File: config.mk
export PLATFORM = sky130hd
export DESIGN_NAME = apb_master_arbiter
export DESIGN_NICKNAME = d
export VERILOG_FILES = /design/src/rtl/apb_arb_pkg.sv /design/src/rtl/apb_rr_pick.sv /design/src/rtl/apb_master_arbiter.sv
export SDC_FILE = /design/constraint.sdc
export NUM_CORES = 1
export LEC_CHECK = 0
export BUFFER_PORTS_ARGS = -buffer_cell sky130_fd_sc_hd__buf_2
export CAP_MARGIN = 20
export CORE_UTILIZATION = 45
export CTS_BUF_LIST = sky130_fd_sc_hd__clkbuf_8
export DETAILED_ROUTE_END_ITERATION = 10
export GPL_ROUTABILITY_DRIVEN = 0
export PLACE_DENSITY_LB_ADDON = 0.25
export SLEW_MARGIN = 30
export SYNTH_ARGS = -nofsm -noshare
export SYNTH_HDL_FRONTEND = slang
export SYNTH_SLANG_ARGS = --single-unit
File: constraint.sdc
create_clock -name clk -period 2.69 [get_ports clk]
set_clock_uncertainty 0.2 [all_clocks]
set_input_delay 0.1345 -clock clk [delete_from_list [all_inputs] [get_ports clk]]
set_output_delay 0.1345 -clock clk [all_outputs]
set_load 0.05 [all_outputs]
File: src/rtl/apb_arb_pkg.sv
// Shared definitions for the two-requester APB arbiter: state encoding, default widths, error codes.
// Latency: n/a (types and constants only).
// Backpressure: n/a.
package apb_arb_pkg;

    localparam int DEF_ADDR_W = 20;
    localparam int DEF_DATA_W = 32;

    typedef enum logic [1:0] {
        IDLE   = 2'd0,
        SETUP  = 2'd1,
        ACCESS = 2'd2,
        RESP   = 2'd3
    } state_t;

    // Value returned on mN_pslverr
    localparam logic ERR_OK      = 1'b0;
    localparam logic ERR_TIMEOUT = 1'b1;

endpackage

File: src/rtl/apb_rr_pick.sv
// Two-way round-robin picker: grants the requester that did not win last time when both ask.
// Latency: combinational, zero cycles.
// Backpressure: none; caller decides when to consume the pick.
// Ports: req[1:0] pending requests, last_grant previous winner -> valid any request, winner index.
module apb_rr_pick
    import apb_arb_pkg::*;
(
    input  logic [1:0] req,
    input  logic       last_grant,
    output logic       valid,
    output logic       winner
);

    always_comb begin
        valid  = |req;
        winner = 1'b0;
        if (req == 2'b11) begin
            winner = ~last_grant;
        end else begin
            // single requester (or none): index of the set bit
            winner = req[1];
        end
    end

endmodule

File: src/rtl/apb_master_arbiter.sv
// Shares one APB slave bus between requesters m0/m1, round-robin, one registered transfer at a time.
// Latency: request seen in IDLE at n -> s_psel n+1, s_penable n+2, requester pready one cycle after s_pready.
// Backpressure: losing requester waits with pready low; slave stalls via s_pready, bounded by the watchdog.
// Ports: m0_*/m1_* requester APB slave ports, s_* shared APB master port,
//        busy (not IDLE), grant (current/last owner), timeout_pulse (watchdog expiry).
module apb_master_arbiter
    import apb_arb_pkg::*;
#(
    parameter int ADDR_W  = DEF_ADDR_W,
    parameter int DATA_W  = DEF_DATA_W,
    parameter int TIMEOUT = 255,
    parameter int TO_W    = 8
) (
    input  logic              clk,
    input  logic              rst_n,
    input  logic              m0_psel,
    input  logic              m0_penable,
    input  logic              m0_pwrite,
    input  logic [ADDR_W-1:0] m0_paddr,
    input  logic [DATA_W-1:0] m0_pwdata,
    output logic [DATA_W-1:0] m0_prdata,
    output logic              m0_pready,
    output logic              m0_pslverr,
    input  logic              m1_psel,
    input  logic              m1_penable,
    input  logic              m1_pwrite,
    input  logic [ADDR_W-1:0] m1_paddr,
    input  logic [DATA_W-1:0] m1_pwdata,
    output logic [DATA_W-1:0] m1_prdata,
    output logic              m1_pready,
    output logic              m1_pslverr,
    output logic              s_psel,
    output logic              s_penable,
    output logic              s_pwrite,
    output logic [ADDR_W-1:0] s_paddr,
    output logic [DATA_W-1:0] s_pwdata,
    input  logic [DATA_W-1:0] s_prdata,
    input  logic              s_pready,
    output logic              busy,
    output logic              grant,
    output logic              timeout_pulse
);

    // Last ACCESS cycle index before the watchdog fires; unused when TIMEOUT is 0
    localparam logic [TO_W-1:0] TO_LAST = TO_W'((TIMEOUT == 0) ? 0 : TIMEOUT - 1);

    state_t            state, state_nxt;
    logic              last_grant;
    logic              grant_nxt;
    logic [TO_W-1:0]   cnt, cnt_nxt;
    logic              load;
    logic              to_fire;
    logic [DATA_W-1:0] rsp_dat;
    logic              rsp_err;
    logic              rsp0, rsp1;
    logic              pick_vld, pick_winner;

    // Requests are recognised by psel alone, in either phase
    logic unused_penable;
    assign unused_penable = m0_penable ^ m1_penable;

    apb_rr_pick u_pick (
        .req        ({m1_psel, m0_psel}),
        .last_grant (last_grant),
        .valid      (pick_vld),
        .winner     (pick_winner)
    );

    always_comb begin
        state_nxt = state;
        grant_nxt = grant;
        cnt_nxt   = cnt;
        load      = 1'b0;
        to_fire   = 1'b0;
        rsp_dat   = '0;
        rsp_err   = ERR_OK;
        case (state)
            IDLE: begin
                if (pick_vld) begin
                    load      = 1'b1;
                    grant_nxt = pick_winner;
                    state_nxt = SETUP;
                end
            end
            SETUP: begin
                cnt_nxt   = '0;
                state_nxt = ACCESS;
            end
            ACCESS: begin
                // s_pready takes priority over a watchdog expiry in the same cycle
                if (s_pready) begin
                    rsp_dat   = s_pwrite ? '0 : s_prdata;
                    rsp_err   = ERR_OK;
                    state_nxt = RESP;
                end else if (TIMEOUT != 0 && cnt == TO_LAST) begin
                    rsp_dat   = '0;
                    rsp_err   = ERR_TIMEOUT;
                    to_fire   = 1'b1;
                    state_nxt = RESP;
                end else begin
                    cnt_nxt = cnt + TO_W'(1);
                end
            end
            RESP: begin
                state_nxt = IDLE;
            end
            default: begin
                state_nxt = IDLE;
            end
        endcase
    end

    // Response is loaded only on the ACCESS->RESP edge and cleared on the next edge
    assign rsp0 = (state_nxt == RESP) && (grant_nxt == 1'b0);
    assign rsp1 = (state_nxt == RESP) && (grant_nxt == 1'b1);

    always_ff @(posedge clk or negedge rst_n) begin
        if (!rst_n) begin
            state         <= IDLE;
            grant         <= 1'b0;
            last_grant    <= 1'b1;
            cnt           <= '0;
            s_psel        <= 1'b0;
            s_penable     <= 1'b0;
            s_pwrite      <= 1'b0;
            s_paddr       <= '0;
            s_pwdata      <= '0;
            busy          <= 1'b0;
            timeout_pulse <= 1'b0;
            m0_pready     <= 1'b0;
            m0_prdata     <= '0;
            m0_pslverr    <= 1'b0;
            m1_pready     <= 1'b0;
            m1_prdata     <= '0;
            m1_pslverr    <= 1'b0;
        end else begin
            state         <= state_nxt;
            grant         <= grant_nxt;
            cnt           <= cnt_nxt;
            s_psel        <= (state_nxt == SETUP) || (state_nxt == ACCESS);
            s_penable     <= (state_nxt == ACCESS);
            busy          <= (state_nxt != IDLE);
            timeout_pulse <= to_fire;
            m0_pready     <= rsp0;
            m0_prdata     <= rsp0 ? rsp_dat : '0;
            m0_pslverr    <= rsp0 ? rsp_err : 1'b0;
            m1_pready     <= rsp1;
            m1_prdata     <= rsp1 ? rsp_dat : '0;
            m1_pslverr    <= rsp1 ? rsp_err : 1'b0;
            if (load) begin
                last_grant <= pick_winner;
                s_pwrite   <= pick_winner ? m1_pwrite : m0_pwrite;
                s_paddr    <= pick_winner ? m1_paddr  : m0_paddr;
                s_pwdata   <= pick_winner ? m1_pwdata : m0_pwdata;
            end
        end
    end

endmodule

* After elaboration in Yosys (flattened, before gate mapping)
Cells that the tools add are included.
Word-level totals: register bits after elaboration 137
Operators by class: reduce and logical (&&, ||, !) cells 8, eq/ne operators 10, bitwise operators 2, add/subtract/negate cells 1, muxes and demuxes 25
Operator list (number):
- two-way mux 32 bit | 6
- two-way mux 20 bit | 1
- two-way mux 8 bit | 2
- case mux 8 bit (2 select lines) | 1
- two-way mux 1 bit | 11
- == test 2 bit (second input constant) | 5
- adder 8 x 1 -> 8 bit (second input constant) | 1
- == test 8 bit (second input constant) | 1
- case mux 2 bit (4 select lines) | 1
- two-way mux 2 bit | 3
- == test 2 x 1 -> 1 bit (second input constant) | 2
- != test 2 bit (second input constant) | 2
- nonzero test 2 bit | 2
- AND reduction 3 bit | 1
- logical AND 1 bit | 2
- logical NOT 2 bit | 1
- NOT 1 bit | 2
- OR reduction 2 bit | 1
- logical OR 1 bit | 1

* Logic depth before layout (Yosys ltp)
word-level depth 7, depth in mapped cells 10, gate-level depth less buffers 9

* Hierarchy
A second synthesis with hierarchy kept.
Unflattened totals: cells, all modules 461, area total of the unflattened synthesis 5460.2 µm²
By module, submodules not included:
- apb_master_arbiter | cells each 459, instances 1, seq. area each 3429.5 µm², area an instance 5446.5 µm²
- apb_rr_pick | cells each 2, instances 1, seq. area each 0.0 µm², area an instance 13.8 µm²

* Worst setup path before layout
Ideal clock, no wire load.
path type register -> register, start point register cnt[0], end point register m0_prdata[23], arrival 1.758 ns, path slack 0.612 ns, library setup time 0.120 ns, stages on the path, launching flop included 11, clock period less this slack 2.078 ns, path through dfrtp_1 -> inv_1 -> ha_1 -> nand3_1 -> o21ai_0 -> a21oi_1 -> nor2_1 -> ha_1 -> nor2b_2 -> buf_2 -> and3_1
On the way: cells in the longest elaborated chain, start to end 7
Ends and longest elaborated chain:
- start, declared | RTL line apb_master_arbiter.sv:50 | logic [TO_W-1:0] cnt, cnt_nxt;
- start signal, assigned | RTL line apb_master_arbiter.sv:139 | cnt <= cnt_nxt;
- == test 8 bit | RTL line apb_master_arbiter.sv:95 | end else if (TIMEOUT != 0 && cnt == TO_LAST) begin
- two-way mux 2 bit | RTL line apb_master_arbiter.sv:95
- two-way mux 2 bit | RTL line apb_master_arbiter.sv:91 | if (s_pready) begin
- case mux 2 bit (4 select lines) | RTL line apb_master_arbiter.sv:77 | case (state)
- net state_nxt[0] | RTL line apb_master_arbiter.sv:47 | state_t state, state_nxt;
- == test 2 bit | RTL line apb_master_arbiter.sv:114 | assign rsp0 = (state_nxt == RESP) && (grant_nxt == 1'b0);
- logical AND 1 bit | RTL line apb_master_arbiter.sv:114
- net rsp0 | RTL line apb_master_arbiter.sv:55 | logic rsp0, rsp1;
- two-way mux 32 bit | RTL line apb_master_arbiter.sv:145 | m0_prdata <= rsp0 ? rsp_dat : '0;
- end signal, assigned | RTL line apb_master_arbiter.sv:145
- end, declared | RTL line apb_master_arbiter.sv:21 | output logic [DATA_W-1:0] m0_prdata,
The timed path passes the listed nets, and every way through them passes these cells. A chain may end at the register's enable or synchronous reset.

* Final worst setup path
start point input m1_psel, end point register s_paddr[6]
On the way: cells in the longest elaborated chain, start to end 3
Ends and longest elaborated chain:
- start, declared | RTL line apb_master_arbiter.sv:24 | input logic m1_psel,
- == test 2 bit or OR reduction 2 bit (tied branches) | RTL line apb_rr_pick.sv:17, apb_rr_pick.sv:15
- two-way mux 1 bit, on equally long branches | RTL line apb_rr_pick.sv:17, apb_master_arbiter.sv:79
- two-way mux 20 bit or two-way mux 1 bit (tied branches) | RTL line apb_master_arbiter.sv:153, apb_master_arbiter.sv:77
- end signal, assigned | RTL line apb_master_arbiter.sv:153 | s_paddr <= pick_winner ? m1_paddr : m0_paddr;
- end, declared | RTL line apb_master_arbiter.sv:35 | output logic [ADDR_W-1:0] s_paddr,
Parallel ways exist; a longest one is shown, timed or not.

==> summary.md <==
| Metric | Value |
|---|---|
| First-pass GRT wire length | ~27000 um |
| Post-synth top area share | about 60% |
| Slew Limit Fails | 0 |
| Worst Path Max Fanout | 14 |
| Crit path DAT | around 2.7 ns |
| Clock root buffer | clkbuf_8 |
| WP data required | between 2 and 3 ns |
| Layout area overhead | 61.01% |
| Longest Clk Path Bufs | 2 |
| Area after DPL | 0.006999 mm2 |
| Post-DR wirelength/cell | roughly 17 um |
| FFs w/ async S/R, synth | between 90% and 100% |
| Die width | 112.8 um |
| Final setup fails | 0 |
| Syn_area_per_cell | about 12 um2 |
| Die H | 112.8 um |
| CTS H-Tree Depth | 4 |
| HPWL after DPL | between 9000 and 10000 um |
| Crit path max-delay cell type | dlygate4sd3_1 |
| Die area | ~0.013 mm2 |
| Post-CTS Setup Bufs | 0 |
| Vias in the first global route | ~5500 |
| First-pass detailed-route iteration total | 5 |
| ANT nets after route | 0 |
| Synth top area cells | dfrtp_1, mux2i_1, and3_1 |
| Commonest non-fill, non-tap cell in the layout | buf_2 |
| Fin util | 74.08% |
| GR Overflow Total | 0 |
| Inserted Clock Buffers | 17 |
| Sequential-to-total area share from yosys stat | 62.06% |
| Max Fclk | a little under 400 MHz |
| Hold Crit Class | input port to async pin |
| Slew @ Worst Pin | 0.6715 ns |
| Crit-path most repeated cell | dlygate4sd3_1 |
| Post-synth EDFFs | 0 |
| Max stage delay on crit path | ~0.60 ns |
| Max cap viols | 0 |
| IO buf count | 268 |
| Synth Cell Area | between 0.005 and 0.006 mm2 |
| DRC violations left | 0 |
| ANT cells | 0 |
| Distinct cells, synth | 37 |
| WS Path Type | input port to register |
| GR Util All Layers | between 20% and 30% |
| Min Tclk post-route | approximately 2.6 ns |
| Startpoint Class | input port |
| TNS Setup | 0 ns |
| Post-synthesis register bit count | roughly 140 |
| Reg clk slew, reported paths | approximately 0.090 ns |
| CTS tree | yes |
| Most frequent cells in the layout | buf_2, dlygate4sd3_1, dfrtp_1, nand2_1 |
| Initial antenna violation count | 0 |
| Final net count | a little over 1000 |
| Synth area leader | dfrtp_1 |
| Ys Warns | 0 |
| Worst hold margin | about 0.043 ns |
| WL final | ~17000 um |
| Placed cells | around 860 |
| Final setup margin | approximately 0.097 ns |
| Cells after synthesis | between 400 and 500 |
| Row count | 40 |
| Post-route insts no fill | between 1000 and 1500 |
| Worst IR drop on VDD | 0.0005387 V |
| Total number of vias | ~5200 |
| 1st-iter DRT viols | about 340 |
| Post-route cell area | 0.008899 mm2 |
| Final worst path period share | between 90% and 100% |
| Skew-Pair Late Insertion Delay | 0.43 ns |
| Share of post-route cells with drive strength above 1 | roughly 38% |
| Core ar. | about 0.012 mm2 |
| Largest net degree at the start of global routing | 67 |
| Setup WS pre-CTS | about 0.37 ns |
| Leak | 4.947 nW |
| Status | finished clean |
| I/O pin count | around 270 |
| Post-synth top flop | dfrtp_1 |
| Syn nets | between 600 and 700 |
| Final Hold Fails | 0 |
| Starting Density | 46.01% |
| CP Capture Type | register |
| Slew margin rel. | 55.12% |
| Cell Chain, Critical Path | dlygate4sd3_1, buf_2, a21boi_4, buf_4, mux2i_1, dlygate4sd3_1, o21ai_0 |
| Vias per cell | between 5 and 6 |
| RSZ-0062 raised after global routing | false |
| Pwr/cell area | 988.9 mW/mm2 |
| CTS Sinks | about 140 |
| Tot Pwr | 8.800 mW |
==> registers in the layout (all words and copies together) (netlist names) <==
name	count
s_psel	1
grant	1
s_penable	1
m1_pslverr	1
m1_pready	1
state	2
cnt	8
last_grant	1
timeout_pulse	1
s_pwrite	1
m0_prdata	32
m1_prdata	32
m0_pready	1
s_pwdata	32
m0_pslverr	1
busy	1
s_paddr	20
==> critical path, delay by kind of cell <==
kind | cells | cell delay, ns
buf+inv | 4 | 1.61
mux | 1 | 0.25
compound gates | 2 | 0.69
==> cell families (layout without fill, tap and decap cells) <==
family | Yosys count | in the layout | share of synthesized area [%]
muxes | 54 | 54 | 9.803
AOI/OAI and AO/OA | 75 | 75 | 7.789
buffers and inverters | 38 | 461 | 4.098
adders and majority gates | 9 | 9 | 2.038
and+or+nand+nor | 147 | 147 | 14.06
DFF | 137 | 137 | 62.06
xor gates and xnor gates | 1 | 1 | 0.1585
==> area by class of cell <==
type / count / area (um2)
multi-input combinational: 286 / 1892
sequential: 137 / 3430
clock buffer: 18 / 247.7
timing repair buffer: 423 / 2927
tap: 147 / 183.9
fill: 757 / 3113
clock inverter: 13 / 192.7
inverter: 7 / 26.28
==> cell usage after synthesis (all sizes together), types with 2 or more instances <==
cell type	count
a21oi	4
a31oi	2
and3	66
buf	16
clkbuf	15
dfrtp	136
ha	9
inv	7
mux2i	53
nand2	58
nand2b	3
nand3	8
nor2	5
nor3	2
o21ai	59
o311ai	2
o41ai	2
==> per-layer routing <==
layer  up-vias  GRT usage (%)  wire [um]  part of all wire [%]
li1       2412              -          -                     -
met1      2437          30.21       6606                    38
met2       272          46.79       8368                    48
met3        76          8.998       1362                   7.9
met4         0          18.58        937                   5.4
met5         -              0          0                     0
==> path summary, 6_finish.rpt <==
check | from | to | slack (ns) | depth (start not counted)
max | m1_psel | s_paddr[6] | 0.1 | 7
min | rst_n | s_pwdata[21] | 0.04 | 2
max reg2reg | last_grant | s_paddr[6] | 0.15 | 5
min reg2reg | s_pwdata[17] | s_pwdata[17] | 0.28 | 2
max in group asynchronous | rst_n | m0_prdata[24] | 1.52 | 3
min in group clk | s_prdata[19] | m0_prdata[19] | 0.27 | 3
==> repair_timing <==
item | CTS | global route
hold endpoints to repair | 259 | 0
hold buffers | 143 | 0
resized for setup | 0 | 0
endpoints found under the setup margin | 0 | 0
==> power by group <==
group          switching [mW]  leakage [nW]  internal [mW]
combinational            2.95          2.92           1.16
clock                   0.804         0.216           1.04
sequential              0.281          1.81           2.57
total                    4.03          4.95           4.77
Note: power is estimated with default switching activity, not from simulation.
